===== src/rtl/servo_pos_ctrl.sv =====
// servo_pos_ctrl: debounced two-button servo position stepper with frame-aligned control updates.
// Optional auto-repeat on held buttons is compiled in with SERVO_AUTO_REPEAT_EN.
module servo_pos_ctrl #(
  parameter int DEBOUNCE_CYC = 500_000,
  parameter int STEP         = 5_000,
  parameter int MAX_POS      = 50_000,
  parameter int CENTER       = 25_000,
  parameter int REPEAT_DLY   = 25_000_000,
  parameter int REPEAT_RATE  = 5_000_000
) (
  input  logic        clk,
  input  logic        rst_n,
  input  logic        button_R,
  input  logic        button_L,
  input  logic        frame_start,
  output logic [17:0] control,
  output logic        control_upd,
  output logic        at_min,
  output logic        at_max
);
  localparam int CW = $clog2(DEBOUNCE_CYC + 1);
  localparam logic [CW-1:0] DB_LAST = CW'(DEBOUNCE_CYC - 1);
  localparam logic [18:0] STEP19 = 19'(STEP);
  localparam logic [18:0] MAX19 = 19'(MAX_POS);
  logic [1:0] s1, s2, db, db_d, arm, press;
  logic [CW-1:0] cnt [2];
  logic [17:0] target, up_val, dn_val;
  logic [18:0] sum, diff;
  logic frame_d, both, inc, dec, rep_inc, rep_dec;
  // Index 0 is R, 1 is L; a button is armed only after a full debounced release, so a level held through reset never steps
  always_ff @(posedge clk or negedge rst_n)
    if (!rst_n) begin
      s1 <= '1;
      s2 <= '1;
      db <= '1;
      db_d <= '1;
      arm <= '0;
      cnt[0] <= '0;
      cnt[1] <= '0;
    end else begin
      s1 <= {button_L, button_R};
      s2 <= s1;
      db_d <= db;
      for (int i = 0; i < 2; i++)
        if (!arm[i]) begin
          if (!s2[i]) cnt[i] <= '0;
          else if (cnt[i] == DB_LAST) begin
            arm[i] <= 1'b1;
            cnt[i] <= '0;
          end else cnt[i] <= cnt[i] + 1'b1;
        end else if (s2[i] != db[i]) begin
          if (cnt[i] == DB_LAST) begin
            db[i] <= s2[i];
            cnt[i] <= '0;
          end else cnt[i] <= cnt[i] + 1'b1;
        end else cnt[i] <= '0;
    end
  always_comb begin
    press = db_d & ~db;
    both = ~db[0] & ~db[1];
    inc = press[0] & ~both;
    dec = press[1] & ~both;
  end
`ifdef SERVO_AUTO_REPEAT_EN
  localparam int RMAX = REPEAT_DLY > REPEAT_RATE ? REPEAT_DLY : REPEAT_RATE;
  localparam int RW = $clog2(RMAX + 1);
  localparam logic [1:0] IDLE = 2'd0, HOLD = 2'd1, REPEAT = 2'd2;
  logic [1:0] state;
  logic dir, held, fire;
  logic [RW-1:0] rcnt;
  always_comb begin
    held = (state != IDLE) & ~both & ~db[dir];
    fire = held & (rcnt == (state == HOLD ? RW'(REPEAT_DLY - 1) : RW'(REPEAT_RATE - 1)));
    rep_inc = fire & ~dir;
    rep_dec = fire & dir;
  end
  always_ff @(posedge clk or negedge rst_n)
    if (!rst_n) begin
      state <= IDLE;
      dir <= 1'b0;
      rcnt <= '0;
    end else if (state == IDLE) begin
      rcnt <= '0;
      if (inc | dec) begin
        state <= HOLD;
        dir <= dec;
      end
    end else if (!held) begin
      state <= IDLE;
      rcnt <= '0;
    end else if (fire) begin
      state <= REPEAT;
      rcnt <= '0;
    end else rcnt <= rcnt + 1'b1;
`else
  always_comb begin
    rep_inc = 1'b0;
    rep_dec = 1'b0;
  end
`endif
  always_comb begin
    sum = {1'b0, target} + STEP19;
    diff = {1'b0, target} - STEP19;
    up_val = sum > MAX19 ? MAX19[17:0] : sum[17:0];
    dn_val = {1'b0, target} < STEP19 ? '0 : diff[17:0];
    at_min = target == '0;
    at_max = target == MAX19[17:0];
  end
  always_ff @(posedge clk or negedge rst_n)
    if (!rst_n) begin
      target <= 18'(CENTER);
      control <= 18'(CENTER);
      control_upd <= 1'b0;
      frame_d <= 1'b0;
    end else begin
      target <= (inc | rep_inc) ? up_val : (dec | rep_dec) ? dn_val : target;
      frame_d <= frame_start;
      control_upd <= frame_d && target != control;
      if (frame_d && target != control) control <= target;
    end
endmodule


===== config.mk =====
export PLATFORM = sky130hd
export DESIGN_NAME = servo_pos_ctrl
export DESIGN_NICKNAME = d
export VERILOG_FILES = /design/src/rtl/servo_pos_ctrl.sv
export SDC_FILE = /design/constraint.sdc
export NUM_CORES = 1
export LEC_CHECK = 0
export ABC_AREA = 1
export BUFFER_PORTS_ARGS = -buffer_cell sky130_fd_sc_hd__buf_2
export CAP_MARGIN = 20
export CELL_PAD_IN_SITES_DETAIL_PLACEMENT = 0
export CELL_PAD_IN_SITES_GLOBAL_PLACEMENT = 1
export CORE_MARGIN = 2
export CORE_UTILIZATION = 23
export CTS_CLUSTER_SIZE = 16
export DETAILED_ROUTE_END_ITERATION = 6
export PLACE_DENSITY_LB_ADDON = 0.1
export SLEW_MARGIN = 20
export SYNTH_ARGS = -nofsm -noshare
export SYNTH_HDL_FRONTEND = slang
export SYNTH_SLANG_ARGS = --single-unit

===== constraint.sdc =====
create_clock -name clk -period 2 [get_ports clk]
set_input_delay 0.1 -clock clk [delete_from_list [all_inputs] [get_ports clk]]
set_output_delay 0.1 -clock clk [all_outputs]
set_load 0.02 [all_outputs]

==> results_dict.tcl, run 1 <==
set metrics [dict create \
    nFillCells 2188 \
    drv_cap 0 \
    drc_errors 0 \
    peakVddDrop_v 0.000402 \
    tritoncts "yes" \
    dp_hpwl_mm 10.2 \
    htree_levels 3 \
    cp-start-kind "flip-flop" \
    hold_viol_final 0 \
    placed_area_um2 5540 \
    grt.total_usage 0.131 \
    gp_congestion 0.782 \
    fp.dieH_um 147 \
    cp-end-kind "flip-flop" \
    synth_top_family_by_area "simple AND/OR/NAND/NOR gates" \
    clk_pin_slew_worst_paths_ps 60 \
    preCtsSetupSlack_ps -116 \
    numCtsBuffers 9 \
    netlist.area_leader.share 0.319 \
    period_share 0.980 \
    wl_mm 13.9 \
    syn_inst 602 \
    vias 4188 \
    num-nets-final 702 \
    final_cell_mix "106 x nand2_1, 66 x buf_4, 65 x inv_1" \
    worst-setup-path-type "reg -> reg" \
    synth_mux_area_frac 0.00239 \
    pin_count 26 \
    r2r-end "target[9]" \
    firstDrtPassIters 4 \
    synth_xor_area_frac 0.0577 \
    regArea_um2 2030 \
    drtIter0Drc 169 \
    fin_area_um2 6170 \
    initial_core_util 0.233 \
    worst-endpoint-arrival_ps 2180 \
    worstReg2RegStart "target[3]" \
    clockBufferDepth 2 \
    relSlewSlack 0.663 \
    worst_hold_path_type "in -> async" \
    yosysWarnings 0 \
    clk_latency_ps 350 \
    clock_sinks 80 \
    finalSetupViolCount 0 \
    min_period_ps 1960 \
    core_area_um2 20200 \
    postSynthAreaPerCell_um2 7.82 \
    placed_cells 938 \
    rsz0062_at_grt "true" \
    die-area_um2 21600 \
    synth_compound_area_frac 0.105 \
    critical_path_peak_fanout 6 \
    rows 52 \
    wl_per_cell_um 14.4 \
    area_growth_pct 31.1 \
    tightest_slew_ps 501 \
    synth_fa_ha_area_frac 0.0106 \
    multi_input_area_um2 2430 \
    status "completed" \
    grt_pass1_vias 4184 \
    syn_area_um2 4710 \
    leakage_uw 0.00282 \
    diodes 0 \
    drv_slew 0 \
    yosysUniqueCellTypes 45 \
    rr_worst_depth 13 \
    portBuffers 22 \
    cp.required_ps 2220 \
    postLayoutSetupSlackWorst_ps 39.5 \
    mostFrequentLayoutCell "nand2_1" \
    antenna_found_initial 0 \
    die_w_um 147 \
    ys_ff_latch 80 \
    max_freq_mhz 510 \
    vias_per_cell 4.33 \
    hold_ws_ps 273 \
    grt_overflow 0 \
    r2r_slack_ps 40 \
    netlist_top_cells_area "dfrtp_1 32%, dfstp_2 11%, nand2_1 10%, inv_1 5.2%, nor2_1 5.2%" \
    synth-simple-area-share 0.300 \
    grt_pass1_wl_mm 22.4 \
    final_layout_size_suffix_gt1_frac 0.297 \
    power_density_nw_per_um2 548 \
    skew_ps 7.15 \
    final_core_util 0.306 \
    synth.largest_area_cell "dfrtp_1" \
    route.antenna.remaining_nets 0 \
    grt_max_degree 47 \
    ys_seq_area_frac 0.431 \
    cts-root-buf "clkbuf_16" \
    final_cells 968 \
]
layer usage:
metal / global-route usage / vias to the layer above / share of wire
met2: 0.210 / 63 / 0.47
met3: 0.0264 / 19 / 0.028
met4: 0.0471 / 0 / 0.026
met5: 0 / - / 0
met1: 0.177 / 1970 / 0.48
li1: - / 2136 / -
repair_timing:
action	CTS	global route
hold buffers	4	0
hold endpoints to repair	29	0
setup buffers	1	6
gates cloned	0	3
pin swaps	6	19
gates resized for setup	15	50
setup endpoints to repair	12	44
cell usage after synthesis, drive strengths merged:
cell type,n
inv,68
or2,1
nand3,44
ha,4
nand2,138
xnor2,11
o21bai,2
nor3,10
clkbuf,8
clkinv,1
dfrtp,60
o211ai,1
a31o,2
xor2,20
dfstp,20
nand3b,1
conb,1
and3,1
mux2,1
nor4,9
nand4,22
buf,15
o21ai,38
o21a,3
a211oi,4
a31oi,2
o22ai,1
nor2,77
a21oi,34
nor3b,3
power by group:
part	total, uW	leakage [uW]	switching [uW]	internal [uW]
registers	1650	0.00104	12.2	1640
logic	102	0.00166	70.9	31.0
clock network	1630	0.000128	746	884
through the flow:
stage,power (uW),TNS [ps]
floorplan,1720,0
global placement,1770,-783
detailed placement,1780,-921
CTS,3450,-46.6
global route,3530,-1680
finish,3380,0
how the worst max path moves through the flow:
stage / from / end / slack (ps) / depth (start not counted)
after detailed placement: target[3] / target[9] / -120 / 13
after CTS: target[5] / target[12] / -20 / 10
after global placement: target[3] / target[11] / -110 / 11
final: target[3] / target[9] / 40 / 13
after floorplan: target[3] / target[15] / 50 / 12
after global routing: target[3] / target[9] / -130 / 12
critical path, cell delays in order, from the launching register on:
cell and delay, ps:
dfstp_2 560, buf_4 120, ha_4 150, nand3_4 100, nand2_4 110, nand2_2 60
nand3_1 110, nand2_1 60, nor2_1 90, nand3_1 80, nand2_2 130, nand2_2 80
nand2_4 100, nand3_1 80
cell families (layout without fill, tap and decap cells):
logic type | after synthesis | in the layout
simple gates | 306 | 306
buf+inv | 92 | 186
compound gates | 87 | 87
flops | 80 | 80
xor+xnor | 31 | 31
fa+ha+maj | 4 | 4
other cells | 1 | 3
mux | 1 | 1
registers in the layout (all words and copies together) (netlist names):
register and flops:
target 15, arm 2, db 2, s1 2, control_upd 1, cnt 38
control 15, db_d 2, s2 2, frame_d 1
final cells by class:
cell class	count	area share
clock buffers	11	0.0393
well taps	270	0.0547
repair buffers	101	0.132
multi-input cells	432	0.395
inverters	69	0.0440
clock inverters	5	0.00649
flip-flops and latches	80	0.329
Power figures use the tool's default switching activity.
==> inputs of run 2 (changes only) <==
--- a/config.mk
+++ b/config.mk
@@ -15,6 +15,7 @@
 export CTS_CLUSTER_SIZE = 16
 export DETAILED_ROUTE_END_ITERATION = 6
 export PLACE_DENSITY_LB_ADDON = 0.1
+export SETUP_SLACK_MARGIN = 0.2
 export SLEW_MARGIN = 20
 export SYNTH_ARGS = -nofsm -noshare
 export SYNTH_HDL_FRONTEND = slang
==> run 2 against run 1 <==
Against the previous run: design area increased by 8.8%; die area unchanged; via count increased by 4.8%; critical path type unchanged.
==> results_dict.tcl, run 2 (synthesized netlist as in run 1, its figures left out) <==
set metrics [dict create \
    cts-root-buf "clkbuf_16" \
    wl_per_cell_um 14.6 \
    diodes 0 \
    drv_cap 0 \
    drv_slew 0 \
    cp.required_ps 2280 \
    p_clk_frac 0.473 \
    clockBufferDepth 2 \
    critical_path_peak_fanout 6 \
    route.antenna.remaining_nets 0 \
    dp_hpwl_mm 10.0 \
    placed_area_um2 5430 \
    grt_pass1_vias 4407 \
    pin_count 26 \
    initial_core_util 0.233 \
    final_layout_size_suffix_gt1_frac 0.369 \
    core_area_um2 20200 \
    grt_max_degree 41 \
    finalSetupViolCount 0 \
    rsz0062_at_grt "true" \
    tritoncts "yes" \
    worst_hold_path_type "in -> async" \
    numCtsBuffers 9 \
    mostFrequentLayoutCell "nand2_1" \
    hold_ws_ps 286 \
    wl_mm 14.6 \
    status "completed" \
    final_cell_mix "108 x nand2_1, 81 x buf_4, 63 x nor2_1" \
    fp.dieH_um 147 \
    die-area_um2 21600 \
    drtIter0Drc 166 \
    regMostFlops "cnt" \
    leakage_uw 0.00305 \
    tightest_slew_ps 615 \
    clock_sinks 80 \
    drc_errors 0 \
    die_w_um 147 \
    num-nets-final 730 \
    clk_latency_ps 350 \
    max_freq_mhz 513 \
    area_growth_pct 42.6 \
    p_sw_frac 0.243 \
    clk_pin_slew_worst_paths_ps 70 \
    final_core_util 0.333 \
    worstReg2RegStart "target[3]" \
    skew_ps 9.89 \
    vias_per_cell 4.41 \
    period_share 0.975 \
    min_period_ps 1950 \
    peakVddDrop_v 0.000370 \
    fin_area_um2 6710 \
    grt.total_usage 0.136 \
    p_comb_frac 0.038 \
    vias 4389 \
    cp-end-kind "flip-flop" \
    portBuffers 22 \
    netSwitchingPower_uw 822 \
    grt_overflow 0 \
    gp_congestion 0.785 \
    worst-endpoint-arrival_ps 2230 \
    htree_levels 3 \
    grt_pass1_wl_mm 23.2 \
    worst-setup-path-type "reg -> reg" \
    r2r_slack_ps 50 \
    relSlewSlack 0.590 \
    power_density_nw_per_um2 504 \
    p_int_uw 2560 \
    hold_viol_final 0 \
    antenna_found_initial 0 \
    firstDrtPassIters 5 \
    largest_reg_flops 38 \
    rr_worst_depth 13 \
    reg_top3 "cnt: 38 flops, control: 15 flops, target: 15 flops" \
    cp-start-kind "flip-flop" \
    r2r-end "target[4]" \
    rows 52 \
    sequentialPowerShare 0.489 \
]
-- run 2: cell count changes in the layout (fill, tap and decap cells not counted), moves of 4 or more --
cell     change
buf_4       +15
buf_6       +13
inv_1        -6
inv_2        +6
nand2_2      -7
nand2_4      +4
nand3_1     -10
nand3_2      +5
nand3_4      +5
nor2_2       -4
nor2_4       +5
-- run 2: power by group through the flow --
stage	combinational [uW]	sequential (uW)	clock, uW
2_1_floorplan	40.7	1680	0
3_3_place_gp	99.8	1680	0
3_5_place_dp	100	1680	0
4_1_cts	118	1650	1660
5_1_grt	147	1660	1740
6_report	128	1650	1600
-- run 2: through the flow --
step           setup WS [ps]  total power, uW  cells  setup TNS (ps)
2_1_floorplan            208             1720    604               0
3_3_place_gp           -69.5             1780    925            -265
3_5_place_dp           -60.1             1780    925            -297
4_1_cts                 26.4             3430    979               0
5_1_grt                -95.2             3540    996            -846
6_report                50.5             3380    996               0
-- run 2: layout make-up --
| cell class | count | area [um2] |
|---|---|---|
| fillers | 2173 | 13500 |
| repair buffers | 129 | 1110 |
| clock inverters | 5 | 32.5 |
| multi-input cells | 432 | 2690 |
| flip-flops and latches | 80 | 2030 |
| clock buffers | 11 | 243 |
| well taps | 270 | 338 |
| inverters | 69 | 272 |
-- run 2: critical path: stages (launching register included) --
cell     delay, ps
dfstp_2        610
ha_4           170
nand3_4         90
nand2_2         90
nand2_1        100
nand2_2        110
nand2_1         70
nand2_2         70
nand2_2         80
nor2_4         130
nand2_4         90
nand2_2         80
nand2_4         70
a21oi_2        110
-- run 2: worst max-delay path by stage --
stage	slack (ps)	from	depth (start not counted)	endpoint
5_1_grt	-100	target[3]	12	target[15]
4_1_cts	30	target[3]	11	target[15]
3_5_place_dp	-60	target[3]	12	target[15]
2_1_floorplan	210	target[3]	12	target[15]
3_3_place_gp	-70	target[3]	12	target[15]
6_report	50	target[3]	13	target[4]
-- run 2: what timing repair did --
action	4_1_cts	5_1_grt
resized for setup	59	78
pin swaps	22	37
setup endpoints to repair	39	54
endpoints found under the hold margin	32	0
gates cloned	2	1
setup buffers	32	16
hold buffers	4	0
-- run 2: routing by layer --
| metal | up-vias | track usage | wire, um |
|---|---|---|---|
| li1 | 2193 | - | - |
| met1 | 2137 | 0.179 | 6700 |
| met2 | 47 | 0.232 | 7300 |
| met3 | 12 | 0.0261 | 391 |
| met4 | 0 | 0.0351 | 161 |
| met5 | - | 0 | 0 |
